File: src/rtl/mtwo_seq_pkg.sv
// Shared types and defaults for the mTWO run sequencer.
// State encoding, default widths and timer-width helpers used by mtwo_seq and mtwo_seq_tmr.
package mtwo_seq_pkg;

  typedef enum logic [2:0] {
    IDLE  = 3'd0,
    INIT  = 3'd1,
    RUN   = 3'd2,
    DRAIN = 3'd3,
    DONE  = 3'd4
  } seqState_t;

  localparam int DEF_CNT_W       = 16;
  localparam int DEF_INIT_CYC    = 1;
  localparam int DEF_DRAIN_CYC   = 2;
  localparam int DEF_TIMEOUT_CYC = 256;

  // Width of a down-counter that must hold values up to cycles
  function automatic int tmrWidth(input int cycles);
    return (cycles < 1) ? 1 : $clog2(cycles + 1);
  endfunction

  localparam int DEF_TO_W = tmrWidth(DEF_TIMEOUT_CYC);

  // INIT/RUN/DRAIN: a job is in flight and the FU is owned by the sequencer
  function automatic logic isActive(input seqState_t s);
    return (s == INIT) || (s == RUN) || (s == DRAIN);
  endfunction

  function automatic logic isRunPhase(input seqState_t s);
    return (s == RUN) || (s == DRAIN);
  endfunction

endpackage

File: src/rtl/mtwo_seq_tmr.sv
// Loadable down-counter with enable and zero flag; used as phase timer and watchdog.
// Load wins over enable; the count stops at zero instead of wrapping.
module mtwo_seq_tmr #(
  parameter int W = 8
) (
  input  logic         clk,
  input  logic         rst,
  input  logic         load,
  input  logic [W-1:0] loadVal,
  input  logic         en,
  output logic         zero
);

  logic [W-1:0] cntReg;

  always_ff @(posedge clk or posedge rst) begin
    if (rst) begin
      cntReg <= '0;
    end else if (load) begin
      cntReg <= loadVal;
    end else if (en && (cntReg != '0)) begin
      cntReg <= cntReg - W'(1);
    end
  end

  assign zero = (cntReg == '0);

endmodule

File: src/rtl/mtwo_seq.sv
// Run sequencer for one mTWO functional unit: INIT -> counted RUN -> DRAIN -> DONE pulse.
// Optional stall watchdog enabled by defining MTWO_SEQ_TIMEOUT_EN.
module mtwo_seq
  import mtwo_seq_pkg::*;
#(
  parameter int CNT_W       = DEF_CNT_W,
  parameter int INIT_CYC    = DEF_INIT_CYC,
  parameter int DRAIN_CYC   = DEF_DRAIN_CYC,
  parameter int TIMEOUT_CYC = DEF_TIMEOUT_CYC
) (
  input  logic             mtwo_seq_clk,
  input  logic             mtwo_seq_reset,
  input  logic             mtwo_seq_start,
  input  logic [CNT_W-1:0] mtwo_seq_len,
  input  logic             mtwo_seq_hold,
  input  logic             mtwo_seq_abort,
  output logic             mtwo_seq_ready,
  output logic             mtwo_seq_busy,
  output logic             mtwo_seq_done,
  output logic [CNT_W-1:0] mtwo_seq_count,
  output logic             mtwo_seq_fu_init,
  output logic             mtwo_seq_fu_dis,
  output logic             mtwo_seq_err
);

  localparam int INIT_W  = tmrWidth(INIT_CYC);
  localparam int DRAIN_W = tmrWidth(DRAIN_CYC);

  if (INIT_CYC < 1) begin : gBadInitCyc
    $error("mtwo_seq: INIT_CYC must be at least 1");
  end
  if (DRAIN_CYC < 1) begin : gBadDrainCyc
    $error("mtwo_seq: DRAIN_CYC must be at least 1");
  end
  if (TIMEOUT_CYC < 1) begin : gBadTimeoutCyc
    $error("mtwo_seq: TIMEOUT_CYC must be at least 1");
  end

  seqState_t        stateReg, stateNext;
  logic [CNT_W-1:0] cntReg, cntNext;
  logic [CNT_W-1:0] lenReg, lenNext;

  logic readyReg, busyReg, doneReg, fuInitReg, runGateReg;
  logic initLoad, initEn, initZero;
  logic drainLoad, drainEn, drainZero;
  logic accept;
  logic wdTrip;

  assign accept = (stateReg == IDLE) && mtwo_seq_start;

  mtwo_seq_tmr #(.W(INIT_W)) uInitTmr (
    .clk     (mtwo_seq_clk),
    .rst     (mtwo_seq_reset),
    .load    (initLoad),
    .loadVal (INIT_W'(INIT_CYC - 1)),
    .en      (initEn),
    .zero    (initZero)
  );

  mtwo_seq_tmr #(.W(DRAIN_W)) uDrainTmr (
    .clk     (mtwo_seq_clk),
    .rst     (mtwo_seq_reset),
    .load    (drainLoad),
    .loadVal (DRAIN_W'(DRAIN_CYC - 1)),
    .en      (drainEn),
    .zero    (drainZero)
  );

  always_comb begin
    stateNext = stateReg;
    cntNext   = cntReg;
    lenNext   = lenReg;
    initLoad  = 1'b0;
    initEn    = 1'b0;
    drainLoad = 1'b0;
    drainEn   = 1'b0;

    case (stateReg)
      IDLE: begin
        if (mtwo_seq_start) begin
          lenNext   = mtwo_seq_len;
          cntNext   = '0;
          initLoad  = 1'b1;
          stateNext = (mtwo_seq_len == '0) ? DONE : INIT;
        end
      end
      INIT: begin
        if (initZero) begin
          stateNext = RUN;
        end else begin
          initEn = 1'b1;
        end
      end
      RUN: begin
        // The increment that lands on len is also the last run cycle
        if (!mtwo_seq_hold && (cntReg != lenReg)) begin
          cntNext = cntReg + CNT_W'(1);
          if (cntReg + CNT_W'(1) == lenReg) begin
            stateNext = DRAIN;
            drainLoad = 1'b1;
          end
        end
      end
      DRAIN: begin
        if (!mtwo_seq_hold) begin
          if (drainZero) begin
            stateNext = DONE;
          end else begin
            drainEn = 1'b1;
          end
        end
      end
      DONE: begin
        stateNext = IDLE;
      end
      default: begin
        stateNext = IDLE;
      end
    endcase

    // Abort and watchdog trip override everything; the progress count is kept
    if (isActive(stateReg) && (mtwo_seq_abort || wdTrip)) begin
      stateNext = IDLE;
    end
  end

  always_ff @(posedge mtwo_seq_clk or posedge mtwo_seq_reset) begin
    if (mtwo_seq_reset) begin
      stateReg   <= IDLE;
      cntReg     <= '0;
      lenReg     <= '0;
      readyReg   <= 1'b1;
      busyReg    <= 1'b0;
      doneReg    <= 1'b0;
      fuInitReg  <= 1'b0;
      runGateReg <= 1'b0;
    end else begin
      stateReg   <= stateNext;
      cntReg     <= cntNext;
      lenReg     <= lenNext;
      readyReg   <= (stateNext == IDLE);
      busyReg    <= isActive(stateNext);
      doneReg    <= (stateNext == DONE);
      fuInitReg  <= (stateNext == INIT);
      runGateReg <= isRunPhase(stateNext);
    end
  end

  assign mtwo_seq_ready   = readyReg;
  assign mtwo_seq_busy    = busyReg;
  assign mtwo_seq_done    = doneReg;
  assign mtwo_seq_count   = cntReg;
  assign mtwo_seq_fu_init = fuInitReg;
  // Stall must freeze the FU in the same cycle, so hold gates the registered run-phase flag
  assign mtwo_seq_fu_dis  = !runGateReg || mtwo_seq_hold;

`ifdef MTWO_SEQ_TIMEOUT_EN
  localparam int TO_W = tmrWidth(TIMEOUT_CYC);

  logic wdStall, wdZero, errReg;

  assign wdStall = isRunPhase(stateReg) && mtwo_seq_hold;

  // Reloaded on every unstalled cycle, so it only ever measures consecutive stalls
  mtwo_seq_tmr #(.W(TO_W)) uWatchdog (
    .clk     (mtwo_seq_clk),
    .rst     (mtwo_seq_reset),
    .load    (!wdStall),
    .loadVal (TO_W'(TIMEOUT_CYC - 1)),
    .en      (wdStall),
    .zero    (wdZero)
  );

  assign wdTrip = wdStall && wdZero;

  always_ff @(posedge mtwo_seq_clk or posedge mtwo_seq_reset) begin
    if (mtwo_seq_reset) begin
      errReg <= 1'b0;
    end else if (wdTrip) begin
      errReg <= 1'b1;
    end else if (accept) begin
      errReg <= 1'b0;
    end
  end

  assign mtwo_seq_err = errReg;
`else
  assign wdTrip       = 1'b0;
  assign mtwo_seq_err = 1'b0;
`endif

endmodule

File: config.mk
export PLATFORM = sky130hd
export DESIGN_NAME = mtwo_seq
export DESIGN_NICKNAME = d
export VERILOG_FILES = /design/src/rtl/mtwo_seq_pkg.sv /design/src/rtl/mtwo_seq_tmr.sv /design/src/rtl/mtwo_seq.sv
export SDC_FILE = /design/constraint.sdc
export NUM_CORES = 1
export LEC_CHECK = 0
export CAP_MARGIN = 20
export CORE_MARGIN = 2
export CORE_UTILIZATION = 30
export CTS_CLUSTER_DIAMETER = 80
export CTS_CLUSTER_SIZE = 40
export DETAILED_ROUTE_END_ITERATION = 7
export SLEW_MARGIN = 10
export SYNTH_ARGS = -nofsm -noshare
export SYNTH_HDL_FRONTEND = slang
export SYNTH_HIERARCHICAL = 1
export SYNTH_SLANG_ARGS = --single-unit
File: constraint.sdc
create_clock -name mtwo_seq_clk -period 5.3 [get_ports mtwo_seq_clk]
set_clock_uncertainty 0.1 [all_clocks]
set_input_delay 0.795 -clock mtwo_seq_clk [delete_from_list [all_inputs] [get_ports mtwo_seq_clk]]
set_output_delay 0.795 -clock mtwo_seq_clk [all_outputs]
set_load 0.02 [all_outputs]
After elaboration in Yosys (flattened, before gate mapping)
Index checks and enable logic that the tools add are counted.
{"block": "totals", "register_bits": 43, "input_bits": 21, "output_inout_bits": 22, "word_cells": 72}
{"block": "classes", "n_addsub": 3, "n_eq_ne": 11, "mux": 26, "n_reduce_logical": 22}
{"op": "two-way mux 16 bit", "n": 2}
{"op": "one-hot mux 16 bit (2 select lines)", "n": 1}
{"op": "two-way mux 3 bit", "n": 8}
{"op": "adder 16 x 1 -> 16 bit, second input constant", "n": 1}
{"op": "== test 16 bit", "n": 1}
{"op": "logical NOT 16 bit", "n": 1}
{"op": "inequality test 16 bit", "n": 1}
{"op": "== test 3 x 2 -> 1 bit, second input constant", "n": 4}
{"op": "two-way mux 1 bit", "n": 12}
{"op": "one-hot mux 3 bit (4 select lines)", "n": 1}
{"op": "nonzero test 2 bit", "n": 4}
{"op": "== test 3 x 1 -> 1 bit, second input constant", "n": 2}
{"op": "logical NOT 3 bit", "n": 2}
{"op": "logical OR 1 bit", "n": 6}
{"op": "logical AND 1 bit", "n": 4}
{"op": "two-way mux 2 bit", "n": 2}
{"op": "inequality test 2 bit, second input constant", "n": 2}
{"op": "== test 3 bit, second input constant", "n": 1}
{"op": "AND reduction 3 bit", "n": 1}
{"op": "logical NOT 1 bit", "n": 2}
{"op": "logical NOT 2 bit", "n": 1}
{"op": "AND reduction 2 bit", "n": 1}
{"op": "subtractor 2 x 1 -> 2 bit, second input constant", "n": 1}
{"op": "subtractor 1 bit, second input constant", "n": 1}

Logic depth before layout (Yosys ltp)
{"block": "logic_depth", "depth_word": 9, "ltp_mapped": 10, "depth_no_buf": 9}

By module
Netlist, hierarchy kept.
{"mod": "mtwo_seq", "instances": 1, "cells_each": 287, "area_each_um2": 2567.5, "seq_area_each_um2": 1002.2}
{"mod": "mtwo_seq_tmr (uDrainTmr)", "instances": 1, "cells_each": 13, "area_each_um2": 135.1, "seq_area_each_um2": 50.0}
{"mod": "mtwo_seq_tmr (uInitTmr)", "instances": 1, "cells_each": 5, "area_each_um2": 48.8, "seq_area_each_um2": 25.0}

Least setup slack after synthesis
Ideal clock, no wire load.
{"block": "synth_timing", "path_kind": "reg-to-reg", "start": "reg cntReg[0] (netlist: mtwo_seq_count[0])", "end": "reg uDrainTmr.cntReg[0]", "setup_time_ps": 126, "arrival_time_ps": 2585, "t_required_ps": 5074, "slack_ps": 2489, "path_stages_with_launch": 9, "n_path_buf": 0, "synth_period_minus_slack_ps": 2811, "path_cell_list": "dfrtp_1 > ha_1 > nand3_1 > or3_1 > a2111oi_0 > o2111ai_1 > inv_1 > and2b_4 > a221o_1"}
{"block": "synth_via", "elab_chain_cells": 6, "elab_cells_between_ends": 9, "classes_between": "add/sub (1); eq/ne (2); mux (4); reduce/logical (2)"}
{"item": "start, declared", "line": "mtwo_seq.sv:40", "rtl": "logic [CNT_W-1:0] cntReg, cntNext;"}
{"item": "start signal, assigned", "line": "mtwo_seq.sv:139", "rtl": "cntReg <= cntNext;"}
{"item": "adder 16 x 1 -> 16 bit", "line": "mtwo_seq.sv:98", "rtl": "if (cntReg + CNT_W'(1) == lenReg) begin"}
{"item": "== test 16 bit", "line": "mtwo_seq.sv:98"}
{"item": "two-way mux 1 bit", "line": "mtwo_seq.sv:98"}
{"item": "two-way mux 1 bit (*)", "line": "mtwo_seq.sv:96", "rtl": "if (!mtwo_seq_hold && (cntReg != lenReg)) begin"}
{"item": "two-way mux 1 bit (*)", "line": "mtwo_seq.sv:78", "rtl": "case (stateReg)"}
{"item": "named net drainLoad", "line": "mtwo_seq.sv:45", "rtl": "logic drainLoad, drainEn, drainZero;"}
{"item": "two-way mux 2 bit / nonzero test 2 bit (equally long branches)"}
{"item": "end signal, assigned", "line": "mtwo_seq_tmr.sv:20", "rtl": "cntReg <= loadVal;"}
{"item": "end signal, assigned", "line": "mtwo_seq_tmr.sv:22", "rtl": "cntReg <= cntReg - W'(1);"}
{"item": "end, declared", "line": "mtwo_seq_tmr.sv:14", "rtl": "logic [W-1:0] cntReg;"}
Mark *: on every way through the listed nets, which the timed path passes. The rest lies on a longest branch.
A chain may end at the register's enable or synchronous reset.

Worst setup path after layout
Ends and elaborated chain as after synthesis.

==> impl.org <==
** Placement
- Number of placed cells counting well taps :: between 400 and 500
- Final weighted congestion in routability-driven placement :: 0.837
- I/O Buffers :: 41
- HPWL after detailed placement :: 5.06 mm

** Drt
- The routed layout has about 2300 vias.
- After detailed routing, the number of vias per cell comes to roughly 5.1.
- # DRC :: 0
- Routed WL :: 6.72 mm
- The count of nets left with antenna violations once routing finished came out at 0.
- Wire per inst :: 14.9 µm
- 1st-pass router iterations :: 5
- The detailed router finished its first iteration with around 260 violations.

** STA
- Max-slew violation total from the final report :: 0
- Number of hold violations in the final report :: 0
- Final count of negative-setup-slack endpoints :: 0
- The worst path in the final design needs a cycle of between 3 and 4 ns, including I/O delays and setup.
- Timing would allow up to 314 MHz.
- Setup TNS Final :: 0 ns
- Final cycle utilization of the critical path :: around three fifths
- Setup repair after global routing left no endpoint under its margin.
- For the pin with the worst max-slew slack, the measured transition is between 0.6 and 0.7 ns.
- Measured against its own limit, the worst slew margin works out to between 50% and 60%.

** Logic synthesis
- EDFF count, synth :: 0
- By instance count, the leading cell after synthesis is sky130_fd_sc_hd__nand2_1.
- The average instance in the mapped netlist occupies ~9 µm².
- Proportion of synthesized flip-flops having asynchronous set or reset :: 100%
- The most used flip-flop cell after synthesis is sky130_fd_sc_hd__dfrtp_1.
- Synthesis handed over a netlist of just over 300 instances.
- Ys Warns :: 6
- The cell area that synthesis handed to floorplanning was roughly 2800 µm².
- Dominant cells by area after synthesis :: sky130_fd_sc_hd__dfrtp_1, sky130_fd_sc_hd__nand2_1, sky130_fd_sc_hd__xnor2_1
- In this run the biggest area consumer among cell types represents about two fifths of the synthesized area.
- Yosys reg bits :: 43
- Sequential cell area fraction in the yosys report :: 39.2%
- The largest total area in the synthesized netlist belongs to sky130_fd_sc_hd__dfrtp_1.
- Ranked by instance count, the synthesized netlist is headed by sky130_fd_sc_hd__nand2_1, sky130_fd_sc_hd__dfrtp_1, sky130_fd_sc_hd__nor2_1, sky130_fd_sc_hd__xnor2_1, sky130_fd_sc_hd__nor4_1.
- Distinct cells, synth :: 66

** Worst setup path
- Crit Path Category :: flop to flop
- Broken down by cell family, the worst path's largest delay share belongs to compound AO/OA/AOI/OAI gates.
- CP bufs+invs :: 1
- Sort of element at the start of the critical path :: flop
- The slowest stage of the critical path belongs to the cell sky130_fd_sc_hd__dfrtp_1.
- The critical path starts at mtwo_seq_count[0]$_DFFE_PP0P_.
- Delay of the slowest cell on the worst path :: about 0.50 ns
- Worst endpoint data arrival time :: ~3.3 ns
- STA classifies the critical path endpoint as a flop.
- Worst-path maximum fanout :: 9
- In this run the critical register-to-register path is launched from mtwo_seq_count[0]$_DFFE_PP0P_.
- Cell-by-cell listing of the critical path :: ha_1 > nand3_1 > or3_1 > a2111oi_0 > o2111ai_1 > inv_1 > and2b_4 > a221o_1
- Req. time, crit path :: 5.38 ns

** Pwr
- Switching power summed over all nets :: roughly 0.00052 W
- Maximum vdd ir drop :: roughly 0.13 mV
- Net switching is around 40% of the power.
- Sequential group share of total power :: around two fifths
- Gate power share :: 41.7%
- Summed over all cells, the static leakage comes to around 1.4 nW.
- In this run the power density over the cells is between 300 and 400 nW/µm².
- In this run, the clock network consumes ~18% of the power.
- Internal power consumption :: ~0.00076 W

** Floorplan
- Row generation in the floorplan step produced 34 rows.
- For this design the top-level I/O count stands at 43.
- In this run the vertical extent of the chip is ~100 µm.
- Placeable Area :: approximately 9000 µm²
- The floorplan step defined a die boundary enclosing between 9000 and 10000 µm².
- Measured along the x axis, the die boundary spans 99.8 µm.
- Starting density of the core :: 31.2%

** GRT
- Global-route wire length before repair :: 11.6 mm
- Number of global-route vias before repair :: about 2200
- Number of antenna violations at the first check in global routing :: 0
- Entering global routing, the biggest net connects a little over 40 pins.
- Total global-route track usage :: between 10% and 20%
- Global route overflow :: 0

** Clock network
- TritonCTS built the clock tree.
- Number of gates given a new drive strength after cts :: 0
- Clock-pin slew was measured on the worst setup and hold paths at roughly 0.090 ns.
- TritonCTS Sinks :: between 40 and 50
- Total number of H-tree levels :: 2
- The clock passes through at most 2 buffers.
- TritonCTS created 5 clock buffers.
- Insertion delay of the later-clocked pin in the worst-skew pair :: 0.30 ns
- Hold repair after CTS inserted 0 buffers.
- The cell sitting at the root of the clock tree is a sky130_fd_sc_hd__clkbuf_8.
- Postcts setup bufs :: 0

** Run status
- Status :: finished, final reports clean

** Finish
- Diodes inserted :: 0
- For this run, the post-layout net count is about 360.
- Ratio of cells with drive above 1 in the final layout :: 9.06%
- The filler cells instantiated in the layout total 870.
- Area used by multi-input combinational logic :: ~1500 µm²
- Final non-filler cell total :: 450
- Summing all flip-flop and latch instances after layout gives about 1100 µm².
- Synth-to-Final Area Change :: 20.1%

** Job
- The tool flagged a number of max-cap violations equal to 0.

** Worst hold path
- Hold Crit Start :: lenReg[5]$_DFFE_PP0P_
- The worst hold path belongs to the class flop to flop.
placed cells by master, fill, tap and decap left out, types with 5 or more instances in the layout:
master | Yosys | routed
sky130_fd_sc_hd__nand2_1 | 58 | 58
sky130_fd_sc_hd__dfrtp_1 | 42 | 42
sky130_fd_sc_hd__clkdlybuf4s50_1 | 0 | 41
sky130_fd_sc_hd__nor2_1 | 23 | 23
sky130_fd_sc_hd__xnor2_1 | 16 | 16
sky130_fd_sc_hd__nor4_1 | 10 | 10
sky130_fd_sc_hd__inv_1 | 9 | 9
sky130_fd_sc_hd__xor2_1 | 9 | 9
sky130_fd_sc_hd__a21oi_1 | 9 | 9
sky130_fd_sc_hd__nor3_1 | 7 | 7
sky130_fd_sc_hd__o211ai_1 | 6 | 6
sky130_fd_sc_hd__clkbuf_8 | 0 | 6
sky130_fd_sc_hd__nand4_1 | 5 | 5
sky130_fd_sc_hd__nand2b_1 | 5 | 5
sky130_fd_sc_hd__a211oi_1 | 5 | 5
final cells by class:
type                            count  share of cell area (%)
Sequential cell                    43                    32.6
Inverter                           11                    1.25
Clock buffer                        6                    2.50
Clock inverter                      2                   0.492
Timing Repair Buffer               43                    12.9
Tap cell                          108                    4.09
Multi-Input combinational cell    237                    46.2
worst paths after layout:
| path | end | slack, ns | cells past startpoint |
|---|---|---|---|
| worst min register to register | lenReg[5]$_DFFE_PP0P_ | 0.41 | 2 |
| max in group asynchronous | mtwo_seq_ready$_DFF_PP1_ | 3.85 | 3 |
| worst min-delay path | lenReg[5]$_DFFE_PP0P_ | 0.41 | 2 |
| worst max-delay path | uDrainTmr/cntReg[0]$_DFFE_PP0P_ | 2.11 | 8 |
| worst max register to register | uDrainTmr/cntReg[0]$_DFFE_PP0P_ | 2.11 | 8 |
| min in group asynchronous | uInitTmr/cntReg$_DFFE_PP0P_ | 0.57 | 2 |
metrics by stage:
step           total power [W]  instance area, µm²  hold WS, ns  setup slack (ns)  util [%]
3_3_place_gp           0.00105                3210        0.386              2.25      36.4
4_1_cts                0.00129                3300        0.415              2.10      37.5
3_5_place_dp           0.00106                3210        0.393              2.12      36.4
2_1_floorplan         0.000905                2760        0.360              2.49         -
6_report               0.00129                3300        0.406              2.11      37.5
5_1_grt                0.00138                3300        0.448              1.74      37.5
cell families (layout without fill, tap and decap cells):
| family | count (synthesis) | in the layout | share of synthesized area (%) |
|---|---|---|---|
| other | 2 | 4 | 0.273 |
| AO/OA/AOI/OAI | 51 | 51 | 13.9 |
| XOR/XNOR | 28 | 28 | 10.1 |
| multiplexers | 4 | 4 | 1.55 |
| buffers and inverters | 27 | 62 | 5.64 |
| AND/OR/NAND/NOR | 148 | 148 | 28.5 |
| flip-flops | 43 | 43 | 39.2 |
| adder cells (fa/ha/maj) | 2 | 2 | 0.909 |
worst reg2reg max path, cell delays in order (launching register included):
cell and delay [ns]:
sky130_fd_sc_hd__dfrtp_1 0.50, sky130_fd_sc_hd__ha_1 0.29, sky130_fd_sc_hd__nand3_1 0.22, sky130_fd_sc_hd__or3_1 0.40, sky130_fd_sc_hd__a2111oi_0 0.50, sky130_fd_sc_hd__o2111ai_1 0.31
sky130_fd_sc_hd__inv_1 0.23, sky130_fd_sc_hd__and2b_4 0.21, sky130_fd_sc_hd__a221o_1 0.31
metal layers:
| layer | wire, µm | track usage [%] | up-vias |
|---|---|---|---|
| met5 | 0 | 0 | - |
| met4 | 118 | 3.90 | 0 |
| met3 | 328 | 2.60 | 9 |
| met2 | 2900 | 20.4 | 57 |
| met1 | 3370 | 22.4 | 1091 |
| li1 | - | - | 1147 |
sequential cells by signal, summed over array words and instances, names as in the netlist:
signal,count
uInitTmr/cntReg,1
runGateReg,1
mtwo_seq_fu_init,1
mtwo_seq_ready,1
stateReg,3
mtwo_seq_done,1
uDrainTmr/cntReg,2
lenReg,16
mtwo_seq_count,16
mtwo_seq_busy,1
power by group through the flow:
stage	sequential, W	clock [W]	combinational [W]
final	0.000519	0.000231	0.000536
after global routing	0.000534	0.000252	0.000596
after floorplan	0.000514	0	0.000391
after detailed placement	0.000524	0	0.000535
after global placement	0.000521	0	0.000527
after CTS	0.000517	0.000237	0.000538
Power figures use the tool's default switching activity.
